<file path="config.mk">
export PLATFORM = sky130hd
export DESIGN_NAME = tanh_sched_flat
export DESIGN_NICKNAME = d
export VERILOG_FILES = /design/src/rtl/tanh_sched_pkg.sv /design/src/rtl/tanh_sched_if.sv /design/src/rtl/tanh_res_fifo.sv /design/src/rtl/tanh_sched.sv /design/src/flat_wrapper.sv
export SDC_FILE = /design/constraint.sdc
export NUM_CORES = 1
export LEC_CHECK = 0
export ABC_AREA = 0
export CAP_MARGIN = 20
export CORE_UTILIZATION = 50
export CTS_BUF_LIST = sky130_fd_sc_hd__clkbuf_16
export CTS_CLUSTER_SIZE = 25
export DETAILED_ROUTE_END_ITERATION = 10
export GPL_TIMING_DRIVEN = 0
export PLACE_DENSITY = 0.7
export RECOVER_POWER = 50
export SLEW_MARGIN = 20
export SYNTH_ARGS = -nofsm -noshare
export SYNTH_HDL_FRONTEND = slang
export SYNTH_HIERARCHICAL = 1
export SYNTH_SLANG_ARGS = --single-unit
</file>
<file path="constraint.sdc">
create_clock -name clock -period 4.1 [get_ports clock]
set_input_delay 0.82 -clock clock [delete_from_list [all_inputs] [get_ports clock]]
set_output_delay 0.82 -clock clock [all_outputs]
set_load 0.05 [all_outputs]
</file>
<file path="src/rtl/tanh_sched_pkg.sv">
// Shared types and defaults for the tanh issue scheduler and its result buffer.
// Holds the FSM state encoding, the tag format and the default pipeline/buffer sizing.
package tanh_sched_pkg;

    localparam int DATA_W         = 32;
    localparam int DEF_LATENCY    = 11;
    localparam int DEF_FIFO_DEPTH = 16;

    typedef enum logic {
        RUN   = 1'b0,
        DRAIN = 1'b1
    } sched_state_e;

    // Travels alongside the datapath so each result can be matched to its requester.
    typedef struct packed {
        logic valid;
        logic id;
    } tag_t;

endpackage

</file>
<file path="src/rtl/tanh_sched_if.sv">
// Request, datapath and result buses of the tanh scheduler.
// The slave modport is the scheduler's view; the master modport is the environment's view.
interface tanh_sched_if;
    import tanh_sched_pkg::*;

    logic              req0_valid;
    logic              req0_ready;
    logic [DATA_W-1:0] req0_x;
    logic              req1_valid;
    logic              req1_ready;
    logic [DATA_W-1:0] req1_x;
    logic              pipe_valid;
    logic [DATA_W-1:0] pipe_x;
    logic [DATA_W-1:0] pipe_y;
    logic              res_valid;
    logic              res_ready;
    logic [DATA_W-1:0] res_y;
    logic              res_id;

    modport slave (
        input  req0_valid, req0_x, req1_valid, req1_x, pipe_y, res_ready,
        output req0_ready, req1_ready, pipe_valid, pipe_x, res_valid, res_y, res_id
    );

    modport master (
        output req0_valid, req0_x, req1_valid, req1_x, pipe_y, res_ready,
        input  req0_ready, req1_ready, pipe_valid, pipe_x, res_valid, res_y, res_id
    );

endinterface

</file>
<file path="src/rtl/tanh_res_fifo.sv">
// First-word-fall-through result buffer: the head entry is visible whenever not empty.
// Pointers wrap modulo DEPTH; pop is ignored when empty, and push+pop leaves count unchanged.
module tanh_res_fifo #(
    parameter int DEPTH = 16,
    parameter int WIDTH = 33,
    localparam int AW   = $clog2(DEPTH),
    localparam int CW   = $clog2(DEPTH + 1)
) (
    input  logic             clock,
    input  logic             reset,
    input  logic             push,
    input  logic [WIDTH-1:0] wdata,
    input  logic             pop,
    output logic [WIDTH-1:0] rdata,
    output logic             empty,
    output logic [CW-1:0]    count
);

    logic [WIDTH-1:0] mem [DEPTH];
    logic [AW-1:0]    wr_ptr;
    logic [AW-1:0]    rd_ptr;
    logic [CW-1:0]    count_q;
    logic             pop_eff;

    assign empty   = (count_q == '0);
    assign pop_eff = pop & ~empty;
    assign rdata   = mem[rd_ptr];
    assign count   = count_q;

    always_ff @(posedge clock) begin
        if (reset) begin
            wr_ptr  <= '0;
            rd_ptr  <= '0;
            count_q <= '0;
        end else begin
            if (push)    wr_ptr <= wr_ptr + AW'(1);
            if (pop_eff) rd_ptr <= rd_ptr + AW'(1);
            case ({push, pop_eff})
                2'b10:   count_q <= count_q + CW'(1);
                2'b01:   count_q <= count_q - CW'(1);
                default: count_q <= count_q;
            endcase
        end
    end

    // NOTE: storage is deliberately not reset; pointers and count alone decide which entries are live.
    always_ff @(posedge clock) begin
        if (push) mem[wr_ptr] <= wdata;
    end

endmodule

</file>
<file path="src/rtl/tanh_sched.sv">
// Two-requester round-robin issue scheduler for a fixed-latency tanh datapath.
// Results are tagged through a shift register and re-ordered nowhere: they leave in issue order.
module tanh_sched
    import tanh_sched_pkg::*;
#(
    parameter int LATENCY    = DEF_LATENCY,
    parameter int FIFO_DEPTH = DEF_FIFO_DEPTH
) (
    input  logic             clock,
    input  logic             reset,
    tanh_sched_if.slave      bus,
    input  logic             flush,
    output logic             flush_done,
    output logic             busy
);

    localparam int CW = $clog2(FIFO_DEPTH + 1);
    localparam int SW = CW + 1;

    sched_state_e      state_q;
    sched_state_e      state_d;
    logic              drain_done;
    logic              last_id_q;
    logic [CW-1:0]     inflight_q;
    logic [CW-1:0]     fifo_count;
    logic              fifo_empty;
    logic [DATA_W:0]   fifo_head;
    tag_t              tag_q [LATENCY];
    logic              pipe_valid_q;
    logic              pipe_id_q;
    logic [DATA_W-1:0] pipe_x_q;

    logic              credit_ok;
    logic              grant0;
    logic              grant1;
    logic              can_accept;
    logic              ready0;
    logic              ready1;
    logic              accept;
    logic              acc_id;
    logic [DATA_W-1:0] acc_x;
    logic              tag_exit;

    // Everything accepted but not yet popped counts against the buffer, so a push never finds it full.
    assign credit_ok  = ({1'b0, fifo_count} + {1'b0, inflight_q}) < SW'(FIFO_DEPTH);
    assign grant0     = bus.req0_valid & (~bus.req1_valid | last_id_q);
    assign grant1     = bus.req1_valid & (~bus.req0_valid | ~last_id_q);
    assign can_accept = (state_q == RUN) & credit_ok & ~reset;
    assign ready0     = can_accept & grant0;
    assign ready1     = can_accept & grant1;
    assign accept     = (ready0 & bus.req0_valid) | (ready1 & bus.req1_valid);
    assign acc_id     = ready1 & bus.req1_valid;
    assign acc_x      = acc_id ? bus.req1_x : bus.req0_x;
    assign tag_exit   = tag_q[LATENCY-1].valid;

    always_ff @(posedge clock) begin
        if (reset) begin
            pipe_valid_q <= 1'b0;
            pipe_id_q    <= 1'b0;
            pipe_x_q     <= '0;
            last_id_q    <= 1'b1;
        end else begin
            pipe_valid_q <= accept;
            if (accept) begin
                pipe_id_q <= acc_id;
                pipe_x_q  <= acc_x;
                last_id_q <= acc_id;
            end
        end
    end

    // Tag stage 0 follows the issue register, so the last stage lines up with pipe_y.
    always_ff @(posedge clock) begin
        if (reset) begin
            for (int i = 0; i < LATENCY; i++) tag_q[i] <= '0;
        end else begin
            tag_q[0] <= '{valid: pipe_valid_q, id: pipe_id_q};
            for (int i = 1; i < LATENCY; i++) tag_q[i] <= tag_q[i-1];
        end
    end

    always_ff @(posedge clock) begin
        if (reset) begin
            inflight_q <= '0;
        end else begin
            case ({accept, tag_exit})
                2'b10:   inflight_q <= inflight_q + CW'(1);
                2'b01:   inflight_q <= inflight_q - CW'(1);
                default: inflight_q <= inflight_q;
            endcase
        end
    end

    tanh_res_fifo #(
        .DEPTH (FIFO_DEPTH),
        .WIDTH (DATA_W + 1)
    ) u_res_fifo (
        .clock (clock),
        .reset (reset),
        .push  (tag_exit),
        .wdata ({tag_q[LATENCY-1].id, bus.pipe_y}),
        .pop   (bus.res_ready),
        .rdata (fifo_head),
        .empty (fifo_empty),
        .count (fifo_count)
    );

    always_ff @(posedge clock) begin
        if (reset) state_q <= RUN;
        else       state_q <= state_d;
    end

    // NOTE: defaults first so every path assigns every output and no latch is inferred.
    always_comb begin
        state_d    = state_q;
        drain_done = 1'b0;
        case (state_q)
            RUN:   if (flush) state_d = DRAIN;
            DRAIN: begin
                if (inflight_q == '0 && fifo_empty) begin
                    drain_done = 1'b1;
                    state_d    = RUN;
                end
            end
            default: state_d = RUN;
        endcase
    end

    // Outputs are forced low for the whole reset cycle, not just after the first edge.
    assign bus.req0_ready = ready0;
    assign bus.req1_ready = ready1;
    assign bus.pipe_valid = pipe_valid_q & ~reset;
    assign bus.pipe_x     = reset ? '0 : pipe_x_q;
    assign bus.res_valid  = ~fifo_empty & ~reset;
    assign bus.res_y      = reset ? '0 : fifo_head[DATA_W-1:0];
    assign bus.res_id     = fifo_head[DATA_W] & ~reset;
    assign flush_done     = drain_done & ~reset;
    assign busy           = ~reset & ((inflight_q != '0) | ~fifo_empty);

endmodule
</file>
<file path="src/flat_wrapper.sv">
// flat-port wrapper written by rule: the top's interface ports become plain ports
module tanh_sched_flat import tanh_sched_pkg::*;
#(
    parameter int LATENCY    = DEF_LATENCY,
    parameter int FIFO_DEPTH = DEF_FIFO_DEPTH
)
  (clock, reset, flush, flush_done, busy, bus_req0_valid, bus_req0_x, bus_req1_valid, bus_req1_x, bus_pipe_y, bus_res_ready, bus_req0_ready, bus_req1_ready, bus_pipe_valid, bus_pipe_x, bus_res_valid, bus_res_y, bus_res_id);
  tanh_sched_if bus_i ();
  input  logic clock;
  input  logic reset;
  input  logic flush;
  output logic flush_done;
  output logic busy;
  input wire logic [$bits(bus_i.req0_valid)-1:0] bus_req0_valid;
  input wire logic [$bits(bus_i.req0_x)-1:0] bus_req0_x;
  input wire logic [$bits(bus_i.req1_valid)-1:0] bus_req1_valid;
  input wire logic [$bits(bus_i.req1_x)-1:0] bus_req1_x;
  input wire logic [$bits(bus_i.pipe_y)-1:0] bus_pipe_y;
  input wire logic [$bits(bus_i.res_ready)-1:0] bus_res_ready;
  output wire logic [$bits(bus_i.req0_ready)-1:0] bus_req0_ready;
  output wire logic [$bits(bus_i.req1_ready)-1:0] bus_req1_ready;
  output wire logic [$bits(bus_i.pipe_valid)-1:0] bus_pipe_valid;
  output wire logic [$bits(bus_i.pipe_x)-1:0] bus_pipe_x;
  output wire logic [$bits(bus_i.res_valid)-1:0] bus_res_valid;
  output wire logic [$bits(bus_i.res_y)-1:0] bus_res_y;
  output wire logic [$bits(bus_i.res_id)-1:0] bus_res_id;
  assign bus_i.req0_valid = bus_req0_valid;
  assign bus_i.req0_x = bus_req0_x;
  assign bus_i.req1_valid = bus_req1_valid;
  assign bus_i.req1_x = bus_req1_x;
  assign bus_i.pipe_y = bus_pipe_y;
  assign bus_i.res_ready = bus_res_ready;
  assign bus_req0_ready = bus_i.req0_ready;
  assign bus_req1_ready = bus_i.req1_ready;
  assign bus_pipe_valid = bus_i.pipe_valid;
  assign bus_pipe_x = bus_i.pipe_x;
  assign bus_res_valid = bus_i.res_valid;
  assign bus_res_y = bus_i.res_y;
  assign bus_res_id = bus_i.res_id;
  tanh_sched #(.LATENCY(LATENCY), .FIFO_DEPTH(FIFO_DEPTH)) u_core (.clock(clock), .reset(reset), .bus(bus_i), .flush(flush), .flush_done(flush_done), .busy(busy));
endmodule
</file>
# After elaboration in Yosys (flattened, before gate mapping)

Memory sizes are Yosys's and may differ from the RTL's. A register that Yosys moved wholly into a read port is not among the register bits.
Cells that the tools add are included.
Widths: inputs -> output; s select.

Output and inout port bits: 71
Memories kept: 2
Input port bits: 102
Register bits: 54
Logic and storage cells: 92
RAM bits: 550

Memories:

| name                  | depth | bits a word | read ports | clocked after memory_dff | write ports | RTL line            | text |
|---|---|---|---|---|---|---|---|
| u_core.u_res_fifo.mem | 16    | 33          | 1          | 1                        | 1           | tanh_res_fifo.sv:19 | `logic [WIDTH-1:0] mem [DEPTH];` |
| u_core.tag_q          | 11    | 2           | 11         | 0                        | 11          | tanh_sched.sv:28    | `tag_t tag_q [LATENCY];` |

$add $sub $neg: 7
Bitwise gates (word level): 35
Equal/unequal tests: 4
Reductions and logical operators: 6
Mux-type cells: 28
Magnitude comparators: 1

Operator list:

| kind                | count |
|---|---|
| $mux 32             | 3 |
| $mux 2              | 11 |
| $pmux 5 s2          | 2 |
| $or 1x1->1          | 15 |
| $and 1x1->1         | 14 |
| $add 5x1->5 const B | 2 |
| $logic_not 5->1     | 2 |
| $sub 5x1->5 const B | 2 |
| $mux 1              | 9 |
| $add 4x1->4 const B | 2 |
| $mux 4              | 2 |
| $add 5x5->6         | 1 |
| $lt 6x5->1 const B  | 1 |
| $not 1->1           | 6 |
| $reduce_bool 5->1   | 1 |
| $eq 2x1->1 const B  | 2 |
| $eq 2x2->1 const B  | 2 |
| $reduce_bool 2->1   | 2 |
| $pmux 1 s2          | 1 |
| $logic_and 1x1->1   | 1 |

# Depth between registers and ports, before layout

Depth after elaboration: 9
Gate-level depth with buffers: 12
Mapped depth without buffers: 11

# Modules after synthesis

The synthesis kept the hierarchy.

Modules (own cells, without submodules):

| module        | cells an instance | area each (um2) | instances |
|---|---|---|---|
| tanh_res_fifo | 926               | 20727.4         | 1 |
| tanh_sched    | 297               | 3290.7          | 1 |

# Least setup slack after synthesis

Ideal clock, no wire load.

Kind: register to output
Start: register u_core.u_res_fifo.count_q[2], in the netlist u_core/u_res_fifo/count[2]
End: output port flush_done
Data arrival time: 2.387 ns
Required time: 3.280 ns
Cell stages (with the launch flop): 7
Buffers on the path: 1
Path slack: 0.893 ns
Path through: dfxtp_1 clkbuf_2 or4_4 nor2_1 or4b_2 nor3_1 and3b_1

Word-level cells in the longest chain between the ends: 5

Ends and longest elaborated chain:

| element                  | RTL line            | text |
|---|---|---|
| start: declaration       | tanh_res_fifo.sv:22 | `logic [CW-1:0] count_q;` |
| start signal: assignment | tanh_res_fifo.sv:39 | `2'b10: count_q <= count_q + CW'(1);` |
| start signal: assignment | tanh_res_fifo.sv:40 | `2'b01: count_q <= count_q - CW'(1);` |
| start signal: assignment | tanh_res_fifo.sv:41 | `default: count_q <= count_q;` |
| $logic_not 5->1          | tanh_res_fifo.sv:25 | `assign empty = (count_q == '0);` |
| via u_core.fifo_empty    | tanh_sched.sv:26    | `logic fifo_empty;` |
| $logic_and 1x1->1        | tanh_sched.sv:120   | `if (inflight_q == '0 && fifo_empty) begin` |
| $mux 1                   | tanh_sched.sv:120   |  |
| $mux 1                   | tanh_sched.sv:117   | `case (state_q)` |
| $and 1x1->1              | tanh_sched.sv:137   | `assign flush_done = drain_done & ~reset;` |
| end: declaration         | flat_wrapper.sv:12  | `output logic flush_done;` |

The timed path passes the listed nets, and every way through them passes these cells.

# Final worst setup path

Start: input port reset
End: output port bus_pipe_valid

Word-level cells in the longest chain between the ends: 2

Ends and longest elaborated chain:

| element            | RTL line           | text |
|---|---|---|
| start: declaration | flat_wrapper.sv:10 | `input logic reset;` |
| $not 1->1          | tanh_sched.sv:132  | `assign bus.pipe_valid = pipe_valid_q & ~reset;` |
| $and 1x1->1        | tanh_sched.sv:132  |  |
| end: declaration   | flat_wrapper.sv:22 | `output wire logic [$bits(bus_i.pipe_valid)-1:0] bus_pipe_valid;` |

Every way passes these cells.

==> results.cfg <==
[finish]
final_common_cell = edfxtp_1
drive_above_1_share = 0.248
utilization = 0.604
most-common-layout-cells = edfxtp_1 (528), mux4_2 (132), clkdlybuf4s50_1 (105)
syn_to_final_growth_pct = 18.1
final_net_count = 1575

[timing]
max_frequency_mhz = 251
timing.max_slew.rel_slack = -0.513
worst_pin_slew_ns = 2.27
grt_setup_unrepaired = false
final.min_clock_period_ns = 3.99
clock_skew_ns = 0.0186
fin_worst_hold_slack_ns = 0.442
setup-violations-final = 0
min_period_over_period = 0.973
timing_max_transition_violations_final = 84
final_hold_viol_count = 0

[detailed_routing]
route.detailed.vias_per_inst = 5.83
routed_wire_length_per_instance_um = 25.1
dr_pass1_iterations = 6
routed_wirelength_um = 53000
num_vias = 12300
drc = 0
route.antenna.remaining_nets = 0
detailedRoute.firstIterationViolations = 1021

[grt]
globalRouteOverflowTotal = 0
grt_first_pass_wirelength_um = 79400
grtUsageTotal = 0.220
antenna_found_initial = 6
vias_in_the_first_global_route = 12600
grt_start_max_net_pins = 34

[synth]
synth_cell_type_count = 59
syn-cell-area_um2 = 24000
ys.warnings.count = 6
synth_edf_count = 528
yosys_register_bits = 608
synthesis.area_per_instance_um2 = 19.6
synth-main-ff-cell = edfxtp_1
synth_cells = 1223
yosysSeqAreaShare = 0.727
mappedNetlistNets = 1343
async_reset_ff_frac = 0

[floorplan]
io-pin-count = 173
design.die.area_um2 = 48900
std_cell_rows = 79
core_region_area_um2 = 47000
chipWidth_um = 221
chipHeight_um = 221
initial_core_util = 0.512

[run_status]
outcome = finished with violations
violations = max-capacitance violations, max-slew violations

[worst_hold_path]
timing.hold.worst.class = register to register

[power]
share_seq_of_total_power = 0.451
cellLeakagePower_nw = 9.59
power.switching_w = 0.00406
power.combinational.fraction = 0.215
fraction_of_power_consumed_by_the_clock_network = 0.334
p_int_w = 0.0112
design_power_total_w = 0.0153
power_switching_share = 0.265
ir_drop_mv = 0.467
power-per-cell-area_nw_per_um2 = 539

[clock_network]
worst_skew_pair.late_latency_ns = 0.63
htree_num_levels = 2
clock-root-buffer = clkbuf_16
cts_buffer_depth = 3
worst_setup_hold_path_clk_slew_ns = 0.06
cts.hold.buffers_added = 0
post-cts-setup-buffers = 0
tritoncts = built
cts_resized = 78
cts.sinks = 608
number_of_clock_buffers_inserted_by_tritoncts = 59

[setup_path]
end_kind = output pin
critical_path_arrival_ns = 3.17
worstPathMaxFanout = 10
setup.worst_path.start_class = input pin
cp_required_ns = 3.28
critPathKind = input pin to output pin

[flow_run]
maxCapViolCount = 3

[placement]
detailedPlacementHpwl_um = 30000
place.gp.congestion = 0.786
io_buffers = 172
==> power by group through the flow <==
stage	Clock, W	Combinational [W]	Sequential (W)
after floorplan	0	0.00247	0.00701
after global placement	0	0.00333	0.00703
after detailed placement	0	0.00337	0.00703
after CTS	0.00522	0.00334	0.00691
after global routing	0.00546	0.00352	0.00692
final	0.00511	0.00329	0.00691
==> state kept, by name, indices dropped and copies added (netlist names), 4 cells and up, named ones only <==
register and flops:
u_core/u_res_fifo/rd_ptr 4, u_core/tag_q 22, u_core/pipe_x_q 32, u_core/u_res_fifo/count 5, u_core/u_res_fifo/wr_ptr 4, u_core/inflight_q 5, u_core/u_res_fifo/mem 528
==> synth_stat cells (all sizes together), types with 3 or more instances <==
master | n | area share
edfxtp | 528 | 0.66
mux4 | 132 | 0.12
dfxtp | 80 | 0.067
nor2b | 76 | 0.020
a22oi | 66 | 0.021
mux2 | 65 | 0.035
nand2 | 40 | 0.0063
clkbuf | 36 | 0.0057
buf | 33 | 0.011
nor2 | 31 | 0.0055
and2 | 18 | 0.0047
ha | 17 | 0.0089
and2b | 15 | 0.0055
inv | 11 | 0.0017
xor2 | 9 | 0.0033
a21oi | 6 | 0.0013
nor3 | 5 | 0.0010
mux2i | 4 | 0.0017
nand3 | 4 | 0.00083
o211ai | 4 | 0.0018
o21ai | 4 | 0.0015
or4 | 4 | 0.0016
and3 | 3 | 0.00083
nand2b | 3 | 0.00078
nand4 | 3 | 0.00078
nor3b | 3 | 0.00094
==> layout make-up <==
cell class,count,area [um^2]
Antenna cell,2,5.00
Buffer,67,428
Clock buffer,59,1480
Clock inverter,51,355
Fill cell,3411,18600
Inverter,11,41.3
Multi-Input combinational cell,535,6150
Sequential cell,608,17500
Tap cell,607,759
Timing Repair Buffer,173,1700
==> cells by family (layout without fill, tap and decap cells) <==
kind of cell | after synthesis | after routing | synth area share
fa+ha+maj | 18 | 18 | 0.00969
mux | 201 | 201 | 0.160
other cells | 0 | 2 | 0
xor+xnor | 11 | 11 | 0.00401
buf+inv | 80 | 361 | 0.0180
flops | 608 | 608 | 0.727
compound gates | 91 | 91 | 0.0292
simple gates | 214 | 214 | 0.0520
==> routing by layer <==
metal  share of wire  wire (um)  up-vias  track usage
li1                -          -     5377            -
met1            0.41      21900     6343        0.295
met2            0.49      26000      493        0.362
met3           0.070       3710       93       0.0466
met4           0.024       1300        6       0.0681
met5         0.00076         40        -            0
==> path summary, 6_finish.rpt <==
kind                               from                   end  depth (start not counted)  slack (ns)
min reg2reg          u_core/tag_q[6][1]    u_core/tag_q[7][1]                          1        0.44
max                               reset        bus_pipe_valid                          5        0.11
min                  u_core/tag_q[6][1]    u_core/tag_q[7][1]                          1        0.44
max reg2reg  u_core/u_res_fifo/count[1]  u_core/inflight_q[4]                         12        0.45
==> worst max-delay path, cell delays in order <==
cell and delay, ns:
clkdlybuf4s50_1 0.61, buf_4 0.27, clkbuf_1 0.60, nor2b_1 0.10
clkdlybuf4s50_1 0.75
==> stage by stage <==
step	std cells	setup TNS [ns]	worst slack, ns	cell area (um^2)
2_1_floorplan	1223	0	0.893	24000
4_1_cts	2111	0	0.0474	28400
5_1_grt	2113	0	0.00835	28400
3_5_place_dp	2003	-4.23	-0.344	26600
3_3_place_gp	2002	-3.93	-0.319	26500
6_report	2113	0	0.109	28400
(Power assumes the default switching activity.)
